<file path="src/rtl/aes_wddl_pkg.sv">
// Shared types and constants for the WDDL AES round controller: state encoding,
// round counts per key size and the registered control-output bundle.
package aes_wddl_pkg;

    localparam int AES_NR_128 = 10;
    localparam int AES_NR_192 = 12;
    localparam int AES_NR_256 = 14;

    typedef enum logic [2:0] {
        ST_IDLE,
        ST_LD_PRE,
        ST_LD_EVAL,
        ST_RND_PRE,
        ST_RND_EVAL,
        ST_DONE
    } ctrl_state_t;

    typedef struct packed {
        logic busy;
        logic pre;
        logic ld_r;
        logic sa_en;
        logic kld;
        logic kstep;
        logic last;
        logic done;
    } ctrl_out_t;

    // Smallest counter width that can hold 0..nr without wrapping.
    function automatic int round_width(input int nr);
        return $clog2(nr + 1);
    endfunction

    function automatic ctrl_out_t decode_state(input ctrl_state_t s);
        ctrl_out_t o;
        o       = '0;
        o.busy  = (s != ST_IDLE);
        o.pre   = (s == ST_LD_PRE) || (s == ST_RND_PRE);
        o.kld   = (s == ST_LD_PRE);
        o.kstep = (s == ST_RND_PRE);
        o.ld_r  = (s == ST_LD_EVAL);
        o.sa_en = (s == ST_LD_EVAL) || (s == ST_RND_EVAL);
        o.done  = (s == ST_DONE);
        return o;
    endfunction

endpackage

</file>
<file path="src/rtl/aes_wddl_round_ctrl_if.sv">
// Host/datapath control bundle of the round controller. The master side issues
// start; the slave side (the controller) drives the phase and load controls.
interface aes_wddl_round_ctrl_if #(
    parameter int RW = 4
);
    logic          start;
    logic          busy;
    logic          pre;
    logic          ld_r;
    logic          sa_en;
    logic          kld;
    logic          kstep;
    logic [RW-1:0] round;
    logic          last;
    logic          done;

    modport master (
        output start,
        input  busy, pre, ld_r, sa_en, kld, kstep, round, last, done
    );

    modport slave (
        input  start,
        output busy, pre, ld_r, sa_en, kld, kstep, round, last, done
    );
endinterface

</file>
<file path="src/rtl/aes_wddl_round_ctrl.sv">
// Precharge/evaluate sequencer for the WDDL AES datapath. Every output is a flop
// decoded from the next state so the dual-rail logic sees glitch-free controls.
module aes_wddl_round_ctrl
    import aes_wddl_pkg::*;
#(
    parameter int NR = AES_NR_128,
    parameter int RW = round_width(NR)
) (
    input  logic                 clk,
    input  logic                 rst_n,
    aes_wddl_round_ctrl_if.slave bus
);

    localparam logic [RW-1:0] NR_L  = RW'(NR);
    localparam logic [RW-1:0] ONE_L = RW'(1);

    ctrl_state_t   state_q, state_d;
    logic [RW-1:0] round_q, round_d;
    ctrl_out_t     out_q, out_d;

    always_comb begin
        state_d = state_q;
        round_d = round_q;
        unique case (state_q)
            ST_IDLE: begin
                if (bus.start) begin
                    state_d = ST_LD_PRE;
                    round_d = '0;
                end
            end
            ST_LD_PRE:  state_d = ST_LD_EVAL;
            ST_LD_EVAL: begin
                state_d = ST_RND_PRE;
                round_d = ONE_L;
            end
            ST_RND_PRE: state_d = ST_RND_EVAL;
            ST_RND_EVAL: begin
                // >= rather than == so a corrupted count can never wrap past NR.
                if (round_q >= NR_L) begin
                    state_d = ST_DONE;
                end else begin
                    state_d = ST_RND_PRE;
                    round_d = round_q + ONE_L;
                end
            end
            ST_DONE: begin
                if (bus.start) begin
                    state_d = ST_LD_PRE;
                    round_d = '0;
                end else begin
                    state_d = ST_IDLE;
                end
            end
            default: begin
                state_d = ST_IDLE;
                round_d = '0;
            end
        endcase

        out_d      = decode_state(state_d);
        out_d.last = (round_d == NR_L);
    end

    always_ff @(posedge clk or negedge rst_n) begin
        if (!rst_n) begin
            state_q <= ST_IDLE;
            round_q <= '0;
            out_q   <= '0;
        end else begin
            state_q <= state_d;
            round_q <= round_d;
            out_q   <= out_d;
        end
    end

    assign bus.busy  = out_q.busy;
    assign bus.pre   = out_q.pre;
    assign bus.ld_r  = out_q.ld_r;
    assign bus.sa_en = out_q.sa_en;
    assign bus.kld   = out_q.kld;
    assign bus.kstep = out_q.kstep;
    assign bus.last  = out_q.last;
    assign bus.done  = out_q.done;
    assign bus.round = round_q;

    // WDDL needs a precharge between evaluates; these guard that property.
    a_pre_eval_excl: assert property (@(posedge clk) disable iff (!rst_n)
        !(out_q.pre && out_q.sa_en));
    a_ld_implies_en: assert property (@(posedge clk) disable iff (!rst_n)
        !(out_q.ld_r && !out_q.sa_en));
    a_key_excl: assert property (@(posedge clk) disable iff (!rst_n)
        !(out_q.kld && out_q.kstep));
    a_no_adjacent_eval: assert property (@(posedge clk) disable iff (!rst_n)
        out_q.sa_en |=> !out_q.sa_en);

endmodule

</file>
<file path="src/flat_wrapper.sv">
// flat-port wrapper written by rule: the top's interface ports become plain ports
module aes_wddl_round_ctrl_flat import aes_wddl_pkg::*;
#(
    parameter int NR = AES_NR_128,
    parameter int RW = round_width(NR)
)
  (clk, rst_n, bus_start, bus_busy, bus_pre, bus_ld_r, bus_sa_en, bus_kld, bus_kstep, bus_round, bus_last, bus_done);
  aes_wddl_round_ctrl_if #(.RW(RW)) bus_i ();
  input  logic clk;
  input  logic rst_n;
  input wire logic [$bits(bus_i.start)-1:0] bus_start;
  output wire logic [$bits(bus_i.busy)-1:0] bus_busy;
  output wire logic [$bits(bus_i.pre)-1:0] bus_pre;
  output wire logic [$bits(bus_i.ld_r)-1:0] bus_ld_r;
  output wire logic [$bits(bus_i.sa_en)-1:0] bus_sa_en;
  output wire logic [$bits(bus_i.kld)-1:0] bus_kld;
  output wire logic [$bits(bus_i.kstep)-1:0] bus_kstep;
  output wire logic [$bits(bus_i.round)-1:0] bus_round;
  output wire logic [$bits(bus_i.last)-1:0] bus_last;
  output wire logic [$bits(bus_i.done)-1:0] bus_done;
  assign bus_i.start = bus_start;
  assign bus_busy = bus_i.busy;
  assign bus_pre = bus_i.pre;
  assign bus_ld_r = bus_i.ld_r;
  assign bus_sa_en = bus_i.sa_en;
  assign bus_kld = bus_i.kld;
  assign bus_kstep = bus_i.kstep;
  assign bus_round = bus_i.round;
  assign bus_last = bus_i.last;
  assign bus_done = bus_i.done;
  aes_wddl_round_ctrl #(.NR(NR), .RW(RW)) u_core (.clk(clk), .rst_n(rst_n), .bus(bus_i));
endmodule
</file>
<file path="config.mk">
export PLATFORM = sky130hd
export DESIGN_NAME = aes_wddl_round_ctrl_flat
export DESIGN_NICKNAME = d
export VERILOG_FILES = /design/src/rtl/aes_wddl_pkg.sv /design/src/rtl/aes_wddl_round_ctrl_if.sv /design/src/rtl/aes_wddl_round_ctrl.sv /design/src/flat_wrapper.sv
export SDC_FILE = /design/constraint.sdc
export NUM_CORES = 1
export LEC_CHECK = 0
export ABC_AREA = 1
export CORE_MARGIN = 2
export CORE_UTILIZATION = 50
export CTS_CLUSTER_DIAMETER = 50
export DETAILED_ROUTE_END_ITERATION = 12
export GPL_ROUTABILITY_DRIVEN = 0
export PLACE_DENSITY = 0.86
export REMOVE_ABC_BUFFERS = 1
export SKIP_LAST_GASP = 1
export SYNTH_ARGS = -nofsm -noshare
export SYNTH_HDL_FRONTEND = slang
export SYNTH_SLANG_ARGS = --single-unit
</file>
<file path="constraint.sdc">
create_clock -name clk -period 4.2 [get_ports clk]
set_input_delay 0.63 -clock clk [delete_from_list [all_inputs] [get_ports clk]]
set_output_delay 0.63 -clock clk [all_outputs]
set_load 0.02 [all_outputs]
</file>
==> out/summary.txt <==
================================================================================
Gr ovfl total .....................................................            0
Setup Crit Path Kind ..............................................      reg2out
Clock transition at path regs .....................................      0.09 ns
Hold-fix buffers at CTS ...........................................            0
Cells along the critical path ..................................... clkdlybuf4s50_1
Cell Area, Placed .................................................    863 sq um
Total number of nets in the final design ..........................          105
Post-CTS Repair Setup Buffers .....................................            0
Detailed router's first-iteration violation count .................           16
Most common library cell in the layout ignoring fill and taps ..... sky130_fd_sc_hd__nand2_1
Routed Antenna Nets ...............................................            0
Pin count of the biggest net entering global routing ..............           16
Synth Area per Inst ...............................................   8.68 sq um
Cell family with the largest share of critical-path delay ......... buffers and inverters
Worst Skew ........................................................   0.00836 ns
Number of global-route vias before repair .........................          597
CTS tree ..........................................................          yes
Leakage ...........................................................     0.462 nW
Die outline width .................................................      41.7 um
Critical Path Slowest Stage Cell .................................. sky130_fd_sc_hd__clkdlybuf4s50_1
Number of antenna violations at the first check in global routing .            0
Worst Path Required ...............................................      3.57 ns
Netlist area before placement .....................................    712 sq um
Height of the chip ................................................      41.7 um
Combined flip-flop and latch cell area ............................    375 sq um
Distinct cells, synth .............................................           20
Pre-antenna DRT Iters .............................................            4
Maximum clock insertion buffer count ..............................            2
Max-slew headroom .................................................        58.2%
Core region area ..................................................   1320 sq um
Cell area after layout ............................................    891 sq um
Total routed wirelength ...........................................      1360 um
Number of vias after detailed routing .............................          594
# IOs .............................................................           15
Initial cell density of the core ..................................        54.0%
Master cell of the clock root buffer .............................. sky130_fd_sc_hd__clkbuf_4
Critical path buffers and inverters ...............................            1
Growth of design area from synthesis to finish ....................        25.1%
Final hold vios ...................................................            0
Global-route usage over all layers ................................        19.1%
Count of standard-cell rows .......................................           13
Filler instances ..................................................          117
Total setup violations reported at the end of the flow ............            0
Worst Max-Slew Pin Slew ...........................................     0.626 ns
Number of max-cap violations ......................................            0
TritonCTS buffer count ............................................            3
Vias per cell .....................................................         5.21
Die area ..........................................................   1740 sq um
Period utilization ................................................        49.9%
Routed wire per std cell ..........................................      11.9 um
Yosys warning total ...............................................            0
Maximum VDD drop ..................................................     0.446 mV
Setup repair after global routing missed its margin ...............        false
Total power per unit cell area ....................................  691 nW/um^2
Flip-flop and latch count after synthesis .........................           15
Count of antenna diodes in the layout .............................            0
Outcome ........................................................... finished clean
CTS-repair resized insts ..........................................            0
Largest fanout of any net on the critical path ....................            8
Syn Inst Count ....................................................           82
CP endpoint kind .................................................. primary output
Hold crit path type ...............................................      reg2reg
Wire length of the first global-routing pass ......................      2430 um
Count of unresolved DRC violations after routing ..................            0
Register area share after synthesis ...............................        52.7%
Launching element type of the critical path .......................         flop
Multi-input gate area in the final layout .........................    283 sq um
Most used cells in the layout excluding fill and tap cells ........ 16 x sky130_fd_sc_hd__nand2_1, 15 x sky130_fd_sc_hd__dfrtp_1, 14 x sky130_fd_sc_hd__clkdlybuf4s50_1, 13 x sky130_fd_sc_hd__nor2_1, 10 x sky130_fd_sc_hd__inv_1
Delay of the slowest critical-path stage ..........................      0.66 ns
Pins Over Slew Limit ..............................................            0
Timing-limited maximum frequency ..................................      477 MHz
H-tree lvl count ..................................................            1
DP Wirelength .....................................................      1080 um
Post-Route Setup TNS ..............................................         0 ns
Data arrival time at the worst-slack endpoint .....................      1.47 ns
Clk_lat worst skew ................................................      0.29 ns
Buffers added on ports ............................................           14
Clock sink total ..................................................           15
Overall Power .....................................................       616 uW
Share of post-route cells with drive strength above 1 .............        14.1%
Minimum clock period ..............................................      2.10 ns
================================================================================
## stage by stage
| step | setup slack [ns] | hold slack, ns | instances | utilization [%] |
|---|---|---|---|---|
| global route | 2.06 | 0.649 | 114 | 67.6 |
| floorplan | 2.62 | 0.334 | 81 | - |
| detailed placement | 2.39 | 0.580 | 110 | 65.5 |
| global placement | 2.43 | 0.566 | 110 | 65.5 |
| CTS | 2.10 | 0.603 | 114 | 67.6 |
| finish | 2.10 | 0.597 | 114 | 67.6 |
## flip-flops by register name, indices dropped and copies added, names as in the netlist
name,flops
u_core.bus.ld_r,1
u_core.bus.kstep,1
u_core.bus.last,1
u_core.bus.sa_en,1
u_core.bus.round,4
u_core.state_q,3
u_core.bus.pre,1
u_core.bus.busy,1
u_core.bus.done,1
u_core.bus.kld,1
## synth_stat cells
cell                       number  area [sq um]
sky130_fd_sc_hd__ha_1           2          25.0
sky130_fd_sc_hd__o211ai_1       1          7.51
sky130_fd_sc_hd__nand3_1        8          40.0
sky130_fd_sc_hd__o21ai_2        1          8.76
sky130_fd_sc_hd__nand2_1       16          60.1
sky130_fd_sc_hd__inv_2          1          3.75
sky130_fd_sc_hd__nor3b_1        1          7.51
sky130_fd_sc_hd__nand2_4        1          11.3
sky130_fd_sc_hd__nand4_1        1          6.26
sky130_fd_sc_hd__nand2_2        3          18.8
sky130_fd_sc_hd__clkinv_2       1          5.00
sky130_fd_sc_hd__nor3_2         1          10.0
sky130_fd_sc_hd__dfrtp_1       15           375
sky130_fd_sc_hd__nor2_4         1          11.3
sky130_fd_sc_hd__buf_4          1          7.51
sky130_fd_sc_hd__o21ai_0        3          15.0
sky130_fd_sc_hd__nor2_2         1          6.26
sky130_fd_sc_hd__inv_1         10          37.5
sky130_fd_sc_hd__or2_0          1          6.26
sky130_fd_sc_hd__nor2_1        13          48.8
## power breakdown
group | leakage (nW) | switching [mW] | internal [mW]
Sequential | 0.194 | 0.0395 | 0.192
Clock | 0.0177 | 0.0465 | 0.0355
Combinational | 0.251 | 0.185 | 0.117
Total | 0.462 | 0.271 | 0.345
## logic make-up after synthesis
logic type      count (synthesis)  synth area share [%]
compound gates                  5                  4.39
fa+ha+maj                       2                  3.51
buf+inv                        13                  7.56
simple gates                   47                  31.8
flops                          15                  52.7
## area by class of cell
class / count / share of cell area (%)
Multi-Input combinational cell: 54 / 31.7
Tap cell: 15 / 2.11
Timing Repair Buffer: 14 / 15.7
Clock inverter: 1 / 0.562
Sequential cell: 15 / 42.1
Clock buffer: 3 / 2.53
Inverter: 12 / 5.20
## metal layers
metal | vias up | routed length (um) | global-route usage [%]
li1 | 289 | - | -
met1 | 286 | 574 | 20.5
met2 | 14 | 681 | 31.9
met3 | 5 | 48 | 3.91
met4 | 0 | 53 | 15.5
met5 | - | 0 | 0
## worst reg2reg max path, cell delays in order (launching register included)
cell and delay (ns):
sky130_fd_sc_hd__dfrtp_1 0.42, sky130_fd_sc_hd__inv_1 0.11, sky130_fd_sc_hd__ha_1 0.22, sky130_fd_sc_hd__nor2_1 0.09, sky130_fd_sc_hd__nand2_1 0.12, sky130_fd_sc_hd__nand2_4 0.09, sky130_fd_sc_hd__nand2_2 0.05, sky130_fd_sc_hd__or2_0 0.22
sky130_fd_sc_hd__nand2_2 0.08, sky130_fd_sc_hd__nand2_1 0.05, sky130_fd_sc_hd__nor2_1 0.09
## final timing paths
path	cells after the start	from	endpoint	slack [ns]
setup / recovery	1	u_core.bus.round[3]$_DFF_PN0_	bus_round[3]	2.10
hold / removal	2	u_core.state_q[0]$_DFF_PN0_	u_core.bus.ld_r$_DFF_PN0_	0.60
setup reg to reg	10	u_core.bus.round[0]$_DFF_PN0_	u_core.bus.last$_DFF_PN0_	2.59
hold reg to reg	2	u_core.state_q[0]$_DFF_PN0_	u_core.bus.ld_r$_DFF_PN0_	0.60
max in group asynchronous	1	rst_n	u_core.bus.round[1]$_DFF_PN0_	3.07
min in group asynchronous	1	rst_n	u_core.state_q[0]$_DFF_PN0_	0.72
(Power assumes the default switching activity.)
